## src/rtl/fifo_pop_arbiter.sv

```systemverilog
// Round-robin pop arbiter and threshold/control-bus sequencer for a bank of small FIFOs.
// Optional FIFO_ALMFULL_PRIO_EN: restrict arbitration to almost-full FIFOs when any are pending.
`timescale 1ns/1ps
module fifo_pop_arbiter #(
  parameter int          N_FIFO  = 4,
  parameter logic [2:0]  DEF_SUP = 3'd6,
  parameter logic [2:0]  DEF_INF = 3'd1
) (
  input  logic              clk,
  input  logic              reset,
  input  logic              init,
  input  logic [2:0]        cfg_sup,
  input  logic [2:0]        cfg_inf,
  input  logic [N_FIFO-1:0] fifo_empty,
  input  logic [N_FIFO-1:0] fifo_alm_full,
  input  logic              down_alm_full,
  output logic [3:0]        state,
  output logic [2:0]        um_sup,
  output logic [2:0]        um_inf,
  output logic [N_FIFO-1:0] pop,
  output logic              out_valid,
  output logic [2:0]        out_src,
  output logic              cfg_err
);

  typedef enum logic [3:0] {
    ST_RESET  = 4'b0001,
    ST_INIT   = 4'b0010,
    ST_IDLE   = 4'b0100,
    ST_ACTIVE = 4'b1000
  } state_e;

  state_e      state_q, state_d;
  logic [2:0]  rr_ptr_q, rr_ptr_d;
  logic [2:0]  um_sup_q, um_sup_d;
  logic [2:0]  um_inf_q, um_inf_d;
  logic        cfg_err_q, cfg_err_d;
  logic        out_valid_q, out_valid_d;
  logic [2:0]  out_src_q, out_src_d;

  logic [N_FIFO-1:0] elig;
  logic [7:0]        elig8;
  logic [7:0]        pop8;
  logic              gnt_found;
  logic [2:0]        gnt_idx;
  logic [3:0]        sum;
  logic              cfg_load;
  logic [N_FIFO-1:0] pop_c;

`ifdef FIFO_ALMFULL_PRIO_EN
  always_comb begin
    elig = ~fifo_empty;
    if (|(elig & fifo_alm_full)) elig = elig & fifo_alm_full;
  end
`else
  logic unused_alm_full;
  assign unused_alm_full = ^fifo_alm_full;
  assign elig = ~fifo_empty;
`endif

  // First eligible index at or above rr_ptr, wrapping at N_FIFO-1.
  always_comb begin
    elig8     = 8'(elig);
    gnt_found = 1'b0;
    gnt_idx   = 3'd0;
    sum       = 4'd0;
    for (int i = 0; i < N_FIFO; i++) begin
      sum = {1'b0, rr_ptr_q} + 4'(i);
      if (sum >= 4'(N_FIFO)) sum = sum - 4'(N_FIFO);
      if (!gnt_found && elig8[sum[2:0]]) begin
        gnt_found = 1'b1;
        gnt_idx   = sum[2:0];
      end
    end
    pop8 = 8'b1 << gnt_idx;
  end

  always_comb begin
    state_d     = state_q;
    rr_ptr_d    = rr_ptr_q;
    um_sup_d    = um_sup_q;
    um_inf_d    = um_inf_q;
    cfg_err_d   = cfg_err_q;
    out_src_d   = out_src_q;
    cfg_load    = 1'b0;
    pop_c       = '0;

    case (state_q)
      ST_RESET: begin
        state_d  = ST_INIT;
        cfg_load = 1'b1;
      end
      ST_INIT: begin
        if (!init) state_d = ST_IDLE;
      end
      ST_IDLE: begin
        if (init) begin
          state_d  = ST_INIT;
          cfg_load = 1'b1;
        end else if (|(~fifo_empty)) begin
          state_d = ST_ACTIVE;
        end
      end
      ST_ACTIVE: begin
        // init preempts any pop in the same cycle
        if (init) begin
          state_d  = ST_INIT;
          cfg_load = 1'b1;
        end else if (!gnt_found) begin
          state_d = ST_IDLE;
        end else if (!down_alm_full) begin
          pop_c    = pop8[N_FIFO-1:0];
          rr_ptr_d = (gnt_idx == 3'(N_FIFO - 1)) ? 3'd0 : gnt_idx + 3'd1;
        end
      end
      default: state_d = ST_RESET;
    endcase

    if (cfg_load) begin
      if (cfg_sup > cfg_inf) begin
        um_sup_d  = cfg_sup;
        um_inf_d  = cfg_inf;
        cfg_err_d = 1'b0;
      end else begin
        cfg_err_d = 1'b1;
      end
    end

    out_valid_d = |pop_c;
    if (|pop_c) out_src_d = gnt_idx;
  end

  always_ff @(posedge clk or posedge reset) begin
    if (reset) begin
      state_q     <= ST_RESET;
      rr_ptr_q    <= 3'd0;
      um_sup_q    <= DEF_SUP;
      um_inf_q    <= DEF_INF;
      cfg_err_q   <= 1'b0;
      out_valid_q <= 1'b0;
      out_src_q   <= 3'd0;
    end else begin
      state_q     <= state_d;
      rr_ptr_q    <= rr_ptr_d;
      um_sup_q    <= um_sup_d;
      um_inf_q    <= um_inf_d;
      cfg_err_q   <= cfg_err_d;
      out_valid_q <= out_valid_d;
      out_src_q   <= out_src_d;
    end
  end

  assign state     = state_q;
  assign um_sup    = um_sup_q;
  assign um_inf    = um_inf_q;
  assign cfg_err   = cfg_err_q;
  assign out_valid = out_valid_q;
  assign out_src   = out_src_q;
  assign pop       = pop_c;

endmodule

```

## config.mk

```make
export PLATFORM = sky130hd
export DESIGN_NAME = fifo_pop_arbiter
export DESIGN_NICKNAME = d
export VERILOG_FILES = /design/src/rtl/fifo_pop_arbiter.sv
export SDC_FILE = /design/constraint.sdc
export NUM_CORES = 1
export LEC_CHECK = 0
export CORE_UTILIZATION = 51
export DETAILED_ROUTE_END_ITERATION = 6
export GPL_TIMING_DRIVEN = 0
export PLACE_DENSITY = 0.84
export REMOVE_ABC_BUFFERS = 1
export SYNTH_ARGS = -nofsm -noshare
export SYNTH_HDL_FRONTEND = slang
export SYNTH_SLANG_ARGS = --single-unit
```

## constraint.sdc

```tcl
create_clock -name clk -period 7.3 [get_ports clk]
set_input_delay 1.46 -clock clk [delete_from_list [all_inputs] [get_ports clk]]
set_output_delay 1.46 -clock clk [all_outputs]
set_load 0.01 [all_outputs]
```

# --- After elaboration in Yosys (flattened, before gate mapping) ---
# Index checks and enable logic that the tools add are counted.
word_totals:
  input_bits: 18
  mem_bits_rw: 0
  regBits: 18
  latchBits: 0
  output_inout_bits: 19
  romBits: 0
  mem_count: 0
  word_cells: 82
op_classes:
  mul: 0
  eq_ne: 8
  n_lt_le_gt_ge: 9
  n_addsub: 8
  n_div: 0
  shifts: 1
  n_bitwise: 3
  reduce_logical: 12
  muxes: 34
ops:
  columns: ["cell", "n"]
  rows:
  - ["two-way mux 4 bit", 9]
  - ["two-way mux 3 bit", 9]
  - ["< comparator 3 x 4 -> 1 bit (second input constant)", 4]
  - ["one-hot mux 4 bit (4 select lines)", 1]
  - ["binary-select mux 1 bit (select 3 bit)", 4]
  - ["greater-or-equal comparator 4 x 3 -> 1 bit (second input constant)", 3]
  - ["subtractor 3 bit (second input constant)", 4]
  - ["two-way mux 1 bit", 10]
  - ["adder 3 x 2 -> 4 bit (second input constant)", 2]
  - ["OR reduction 4 bit", 2]
  - ["!= test 3 bit (second input constant)", 2]
  - ["adder 3 x 1 -> 4 bit (second input constant)", 1]
  - ["equality test 4 x 1 -> 1 bit (second input constant)", 1]
  - ["equality test 4 x 2 -> 1 bit (second input constant)", 1]
  - ["equality test 4 x 3 -> 1 bit (second input constant)", 1]
  - ["equality test 4 bit (second input constant)", 1]
  - ["NOT 4 bit", 1]
  - ["AND reduction 4 bit", 1]
  - ["left shift 1 x 3 -> 4 bit (first input constant)", 1]
  - ["adder 3 x 1 -> 3 bit (second input constant)", 1]
  - ["equality test 3 x 2 -> 1 bit (second input constant)", 1]
  - ["greater-or-equal comparator 3 bit (second input constant)", 1]
  - ["> comparator 3 bit", 1]
  - ["logical AND 1 bit", 3]
  - ["other kinds (7)", 10]

# --- Depth between registers and ports, before layout ---
# Gate-level depths: netlist (run 1).
logic_depth:
  word_depth: 20
  mapped_depth: 14
  depth_no_buf: 12

# --- Worst setup path before layout (run 1) ---
# Ideal clock, no wire load.
synth_timing:
  path_kind: "input-to-output"
  from: "in fifo_empty[3]"
  to: "out pop[0]"
  required_time_ns: 5.840
  stages: 5
  arrival_ns: 2.959
  path_slack_ns: 2.881
  n_path_buf: 0
  path_cell_list: "mux2_4 > a211o_1 > a41o_4 > a2111oi_4 > and2_1"
synth_via:
  elab_chain_len: 18
  elab_cells_between_ends: 28
  cone_classes: "1 x shift; 20 x mux; 1 x bitwise; 6 x reduce/logical"
synth_lines:
  columns: ["item", "line", "text"]
  rows:
  - ["start: declaration", "14", "input logic [N_FIFO-1:0] fifo_empty,"]
  - ["NOT 4 bit (*)", "58", "assign elig = ~fifo_empty;"]
  - ["binary-select mux 1 bit (select 3 bit)", "70", "if (!gnt_found && elig8[sum[2:0]]) begin"]
  - ["two-way mux 1 bit (implied by the code)", "70", null]
  - ["two-way mux 1 bit", "70", null]
  - ["logical NOT 1 bit", "70", null]
  - ["logical AND 1 bit", "70", null]
  - ["two-way mux 1 bit", "70", null]
  - ["logical NOT 1 bit", "70", null]
  - ["[... 2 more ...]", null, null]
  - ["logical NOT 1 bit", "70", null]
  - ["logical AND 1 bit", "70", null]
  - ["two-way mux 3 bit", "70", null]
  - ["left shift 1 x 3 -> 4 bit", "75", "pop8 = 8'b1 << gnt_idx;"]
  - ["two-way mux 4 bit", "111", "end else if (!down_alm_full) begin"]
  - ["two-way mux 4 bit (*)", "109", "end else if (!gnt_found) begin"]
  - ["two-way mux 4 bit (*)", "106", "if (init) begin"]
  - ["two-way mux 4 bit (*)", "88", "case (state_q)"]
  - ["end: declaration", "20", "output logic [N_FIFO-1:0] pop,"]
# Every way passes the cells marked *; elsewhere a longest branch is shown, timed or not. The select of a mux whose other input is x is not followed.

# --- Final worst setup path (run 1) ---
layout_timing:
  from: "in fifo_empty[3]"
  to: "out pop[2]"
layout_via:
  elab_chain_len: 18
  elab_cells_between_ends: 28
  cone_classes: "1 x shift; 20 x mux; 1 x bitwise; 6 x reduce/logical"
layout_lines:
  columns: ["item", "line", "text"]
  rows:
  - ["NOT 4 bit (*)", "58", null]
  - ["binary-select mux 1 bit (select 3 bit)", "70", null]
  - ["two-way mux 1 bit (implied by the code)", "70", null]
  - ["two-way mux 1 bit", "70", null]
  - ["logical NOT 1 bit", "70", null]
  - ["logical AND 1 bit", "70", null]
  - ["two-way mux 1 bit", "70", null]
  - ["logical NOT 1 bit", "70", null]
  - ["[... 3 more ...]", null, null]
  - ["logical AND 1 bit", "70", null]
  - ["two-way mux 3 bit (*)", "70", null]
  - ["net gnt_idx[0]", "45", "logic [2:0] gnt_idx;"]
  - ["left shift 1 x 3 -> 4 bit (*)", "75", null]
  - ["two-way mux 4 bit (*)", "111", null]
  - ["two-way mux 4 bit (*)", "109", null]
  - ["two-way mux 4 bit (*)", "106", null]
  - ["two-way mux 4 bit (*)", "88", null]
# The timed path passes the listed nets; every way through them passes the cells marked *. The select of a mux whose other input is x is not followed.

==> reports/metrics.cfg, run 1 <==
[global_route]
grt_use_total_pct = 21.6
grt_pass1_wl_um = 4420
gr-total-overflow = 0
grt_pass1_vias = 1077
grt_max_degree = 19
antenna_found_initial = 0

[sta]
clock_skew_ns = 0.000601
tns_ns = 0
fmax_mhz = 175
relSlewSlack_pct = 54.1
setup_viol = 0
period_needed_ns = 5.72
slew_viol_final = 0
hold_viol = 0
final.period_utilization_pct = 78.3
tightest_slew_ns = 0.687
rsz0062_at_grt = false

[setup_path]
criticalPathCategory = primary input to primary output
arrival_ns = 4.26
r2r_cells = 11
r2r-start = rr_ptr_q[0]$_DFFE_PP0P_
cpMaxStageDelayCell = clkdlybuf4s50_1
crit_path_start = fifo_empty[3]
cp-start-kind = primary input
rrSetupSlack_ns = 3.48
worstPathRequired_ns = 5.84
cp-end-kind = primary output
path_max_fanout = 6
cp_cell_sequence = clkdlybuf4s50_1 > mux2i_1 > mux2i_1 > a31oi_1 > a2bb2oi_1 > inv_1 > ha_1 > and2_1 > clkdlybuf4s50_1
crit_end = pop[2]
rr_endpoint = out_src[1]$_DFFE_PP0P_
critPathMaxStageDelay_ns = 0.51

[place]
dpl.hpwl_um = 2140
gp_congestion = 0.787
numPortBuffers = 32

[drt]
drt_iter0_markers = 19
dr_total_vias = 1139
detail_route.first_pass.iterations = 4
viasPerCell = 5.96
drc_errors = 0
antenna_left = 0
drt_wl_total_um = 2730
wl_per_cell_um = 14.3

[yosys]
syn_area_um2 = 1330
async_reset_ff_share_pct = 100
syn_area_per_cell_um2 = 10.3
ys_warn_count = 0
yosys_register_bits = 18
synth-compound-area-share_pct = 19.9
synth-simple-area-share_pct = 17.2
ys.flop_type = dfrtp_1
yosys.area.top_type_share_pct = 26.3
synth_area_leaders = dfrtp_1 26%, ha_1 8.4%, dfstp_2 7.9%
synth_cells = 130
synth_top_family_by_area = compound AO/OA/AOI/OAI gates
muxShareOfSynthArea_pct = 15.1
yosys.area.top_type = dfrtp_1
synth_xor_area_share_pct = 0.657
synthAdderAreaFrac_pct = 8.44
synth.distinct_cells = 46
synth_edf_count = 0
yosysSeqAreaShare_pct = 34.1

[worst_hold_path]
hp-class = flip-flop to flip-flop

[clock_network]
root_buffer = clkbuf_4
numCtsBuffers = 3
numClockSinks = 18
clk_latency_ns = 0.29
ctsHoldBuffers = 0
clk_path_buf_depth = 2
path_clk_slew_ns = 0.10
h-tree-depth = 1
cts_setup_buffers = 0
cts_tree = done
cts-resized-gates = 0

[power]
ir_drop_mv = 0.304
power.total_uw = 540
p_leak_uw = 0.000726
power.density_nw_per_um2 = 318

[layout]
diodes = 0
final_nets = 189
layout-drive-gt1-share_pct = 11.2
syn2layout_area_growth_pct = 27.3

[run_status]
status = finished clean

[flow_run]
drv_cap = 0

[floorplan]
dieHeight_um = 53.1
start_util_pct = 53.8
io-pin-count = 37
fp-row-count = 18
dieArea_um2 = 2820
die_x_um = 53.1
core_area_um2 = 2480

==> power by group <==
part	switching, uW	total (uW)	leakage (uW)	internal [uW]
registers	42.8	183	0.000222	140
clock network	29.6	50.9	0.0000150	21.3
logic	148	306	0.000489	158
==> per-layer routing <==
metal,GRT usage [%],up-vias,wire length (um)
li1,-,543,-
met1,25.4,562,1140
met2,37.6,29,1430
met3,4.02,5,123
met4,10.1,0,36
met5,0,-,0
==> synthesized netlist by cell type (all sizes together), types with 3 or more instances <==
cell,count
mux2i,7
ha,9
nor2b,4
and2,5
mux2,11
nand2b,3
a21oi,8
nor2,6
o21ai,4
dfstp,4
nand2,3
clkbuf,4
dfrtp,14
nand3,4
inv,11
==> logic make-up (layout without fill, tap and decap cells) <==
kind of cell               Yosys count  count (layout)
AOI/OAI and AO/OA                   31              31
and+or+nand+nor                     37              37
buffers and inverters               16              47
xor gates and xnor gates             1               1
adders and majority gates            9               9
DFF                                 18              18
muxes                               18              18
==> per-stage QoR <==
step | hold slack [ns] | util, % | instances | cell area (um^2) | setup slack (ns)
finish | 0.502 | 68.5 | 191 | 1700 | 1.58
CTS | 0.511 | 68.5 | 191 | 1700 | 1.63
detailed placement | 0.482 | 67.5 | 187 | 1670 | 1.64
floorplan | 0.529 | - | 125 | 1310 | 2.88
global placement | 0.476 | 67.5 | 187 | 1670 | 1.79
global route | 0.523 | 68.5 | 191 | 1700 | 1.34
==> cell type report <==
cell class,count,area (um^2)
Multi-Input combinational cell,96,817
Fill cell,195,779
Sequential cell,18,455
Timing Repair Buffer,32,320
Inverter,11,41.3
Tap cell,30,37.5
Clock buffer,4,26.3
==> state kept, by name, summed over array words and instances (netlist names) <==
| signal | cells |
|---|---|
| cfg_err | 1 |
| state | 4 |
| um_sup | 3 |
| um_inf | 3 |
| rr_ptr_q | 3 |
| out_valid | 1 |
| out_src | 3 |
==> worst min path at each step <==
stage,startpoint,cells after the start,slack [ns],end
global route,um_inf[2]$_DFFE_PP0P_,1,0.52,um_inf[2]$_DFFE_PP0P_
floorplan,out_src[0]$_DFFE_PP0P_,1,0.53,out_src[0]$_DFFE_PP0P_
global placement,um_inf[2]$_DFFE_PP0P_,1,0.48,um_inf[2]$_DFFE_PP0P_
detailed placement,um_inf[1]$_DFFE_PP0P_,1,0.48,um_inf[1]$_DFFE_PP0P_
finish,um_inf[2]$_DFFE_PP0P_,1,0.50,um_inf[2]$_DFFE_PP0P_
CTS,um_inf[2]$_DFFE_PP0P_,1,0.51,um_inf[2]$_DFFE_PP0P_
==> placed cells by master (no fill, tap or decap), drive strengths merged, types with 2 or more instances in the layout <==
cell type      count
o21ai              4
nand2              3
nand2b             3
inv               11
dfstp              4
and2               5
clkdlybuf4s50     32
nand3b             2
nor2               6
o211ai             2
dfrtp             14
a211o              2
ha                 9
mux2              11
mux2i              7
nor3               2
nand3              4
clkbuf             4
or4                2
a21oi              8
a31oi              2
nor2b              4
o32ai              2
nand4              2
==> critical path, delay by kind of cell <==
| family | cells | cell delay (ns) |
|---|---|---|
| adders and majority gates | 1 | 0.24 |
| AOI/OAI and AO/OA | 2 | 0.67 |
| buffers and inverters | 3 | 1.12 |
| muxes | 2 | 0.64 |
| and+or+nand+nor | 1 | 0.14 |
No activity file was read; power rests on OpenSTA's default activity.
==> run 2: changes to the inputs <==
Settings changed: CORE_UTILIZATION 51 to 43, PLACE_DENSITY 0.84 to 0.76.
Clock period 7.3 ns to 4.6 ns, I/O delays scaled along.
==> run 2 against run 1 <==
Against the previous run: sequential power up 60%; highest routed layer unchanged; register-to-register slack worse by 2.4 ns; largest power group unchanged; sequential share of layout area down 0.24 points; routed wire length up 5.7%; worst hold slack better by 0.00056 ns; non-clock buffer count up 1; via count down 1.2%; the flow now finishes with violations (DRC).
==> reports/metrics.cfg, run 2 (synthesis gave the netlist of run 1 again) <==
[run_status]
status = finished, violations left
violations = DRC

[power]
ir_drop_mv = 0.365  ; +20%
power.density_nw_per_um2 = 506  ; +59%
p_leak_uw = 0.000728  ; +0.29%
power.total_uw = 869  ; +61%

[setup_path]
cp_cell_sequence = clkdlybuf4s50_1 > mux2_4 > a211o_1 > a41o_4 > a2111oi_4 > and2_1 > clkdlybuf4s50_1
r2r_cells = 11  ; unchanged
arrival_ns = 3.56  ; -0.70 ns
critPathMaxStageDelay_ns = 0.53  ; +0.02 ns
criticalPathCategory = primary input to primary output
cp-end-kind = primary output
cpMostUsedCell = clkdlybuf4s50_1
worstPathRequired_ns = 3.68  ; -2.16 ns
cpMaxStageDelayCell = clkdlybuf4s50_1
path_max_fanout = 6  ; unchanged
cp-start-kind = primary input

[clock_network]
ctsHoldBuffers = 0  ; unchanged
h-tree-depth = 1  ; unchanged
numCtsBuffers = 3  ; unchanged
path_clk_slew_ns = 0.10  ; about the same
numClockSinks = 18  ; unchanged
root_buffer = clkbuf_4
clk_latency_ns = 0.28  ; about the same
clk_path_buf_depth = 2  ; unchanged
cts_tree = done

[global_route]
grt_pass1_vias = 1150  ; +6.8%
grt_max_degree = 19  ; unchanged
antenna_found_initial = 0  ; unchanged
grt_pass1_wl_um = 5010  ; +13%
gr-total-overflow = 0  ; unchanged
grt_use_total_pct = 19.2  ; -2.4 points

[floorplan]
die_x_um = 57.7  ; +8.6%
dieHeight_um = 57.7  ; +8.6%
dieArea_um2 = 3330  ; +18%
start_util_pct = 46.8  ; -7.1 points
fp-row-count = 19  ; +1
core_area_um2 = 2850  ; +15%
io-pin-count = 37  ; unchanged

[drt]
antenna_left = 0  ; unchanged
viasPerCell = 5.83  ; -2.3%
drc_errors = 1  ; +1
detail_route.first_pass.iterations = 6  ; +2
dr_total_vias = 1125  ; -1.2%
drt_wl_total_um = 2890  ; +5.7%
wl_per_cell_um = 15.0  ; +4.6%
drt_iter0_markers = 63  ; +44

[sta]
slew_viol_final = 0  ; unchanged
rsz0062_at_grt = false
tns_ns = 0  ; unchanged
relSlewSlack_pct = 55.2  ; +1.1 points
clock_skew_ns = 0.00253  ; +0.00193 ns
tightest_slew_ns = 0.671  ; -0.0160 ns
period_needed_ns = 4.48
hold_viol = 0  ; unchanged
setup_viol = 0  ; unchanged
fmax_mhz = 223
final.period_utilization_pct = 97.4
setup_ws_ns = 0.119  ; -1.47 ns

[layout]
most-common-layout-cells = 32 x clkdlybuf4s50_1, 13 x dfrtp_1, 11 x inv_1
layoutNonFillerInstCount = 193  ; +1.0%
syn2layout_area_growth_pct = 28.8
layout-drive-gt1-share_pct = 13.6  ; +2.4 points
fin_util_pct = 60.2  ; -8.3 points
final_nets = 190  ; +0.53%
diodes = 0  ; unchanged
largest_reg_flops = 4  ; unchanged
final_common_cell = clkdlybuf4s50_1
nFillCells = 242  ; +24%

[worst_hold_path]
hold_depth = 1  ; unchanged
hp-class = flip-flop to flip-flop

[place]
gp_congestion = 0.863  ; +9.6%
numPortBuffers = 32  ; unchanged
dpl.hpwl_um = 2280  ; +6.8%
place_ws_ns = 0.0150  ; -1.63 ns
dp_cells = 188  ; +0.53%

[flow_run]
drv_cap = 0  ; unchanged

[run 2: repair_timing]
action / 4_1_cts / 5_1_grt
setup endpoints to repair: 0 / 4
gates resized for setup: 0 / 3
hold endpoints to repair: 0 / 0
buffers inserted: 0 / 1
[run 2: critical path: cells and delay by family]
family                 cells  cell delay, ns
AO/OA/AOI/OAI              3            1.06
buffers and inverters      2            1.05
multiplexers               1            0.35
AND/OR/NAND/NOR            1            0.18
[run 2: worst paths after layout]
kind	from	end	slack, ns
setup reg to reg	rr_ptr_q[0]$_DFFE_PP0P_	out_src[0]$_DFFE_PP0P_	1.04
setup / recovery	fifo_empty[3]	pop[2]	0.12
hold / removal	um_inf[1]$_DFFE_PP0P_	um_inf[1]$_DFFE_PP0P_	0.50
hold reg to reg	um_inf[1]$_DFFE_PP0P_	um_inf[1]$_DFFE_PP0P_	0.50
min in group asynchronous	reset	out_src[1]$_DFFE_PP0P_	1.04
max in group asynchronous	reset	rr_ptr_q[0]$_DFFE_PP0P_	3.09
[run 2: per-layer routing]
layer	vias up	wire, um	global-route usage [%]
met5	-	0	0
met4	0	27	6.12
met3	4	154	3.57
met2	33	1550	36.5
met1	547	1160	21.6
li1	541	-	-
[run 2: area by class of cell]
| class | count | area, um^2 | area share (%) |
|---|---|---|---|
| Multi-Input combinational cell | 96 | 827 | 48.1 |
| Sequential cell | 18 | 457 | 26.6 |
| Timing Repair Buffer | 33 | 328 | 19.1 |
| Inverter | 11 | 41.3 | 2.40 |
| Tap cell | 31 | 38.8 | 2.26 |
| Clock buffer | 4 | 26.3 | 1.53 |
[run 2: power breakdown]
part | switching [uW] | internal, uW
Sequential | 68.4 | 223
Clock | 46.8 | 33.6
Combinational | 240 | 256
Total | 356 | 514
[run 2: through the flow]
| stage | cell area, um^2 | hold slack (ns) |
|---|---|---|
| 6_report | 1720 | 0.503 |
| 5_1_grt | 1720 | 0.518 |
| 4_1_cts | 1700 | 0.507 |
| 3_5_place_dp | 1670 | 0.478 |
| 3_3_place_gp | 1670 | 0.468 |
| 2_1_floorplan | 1310 | 0.529 |
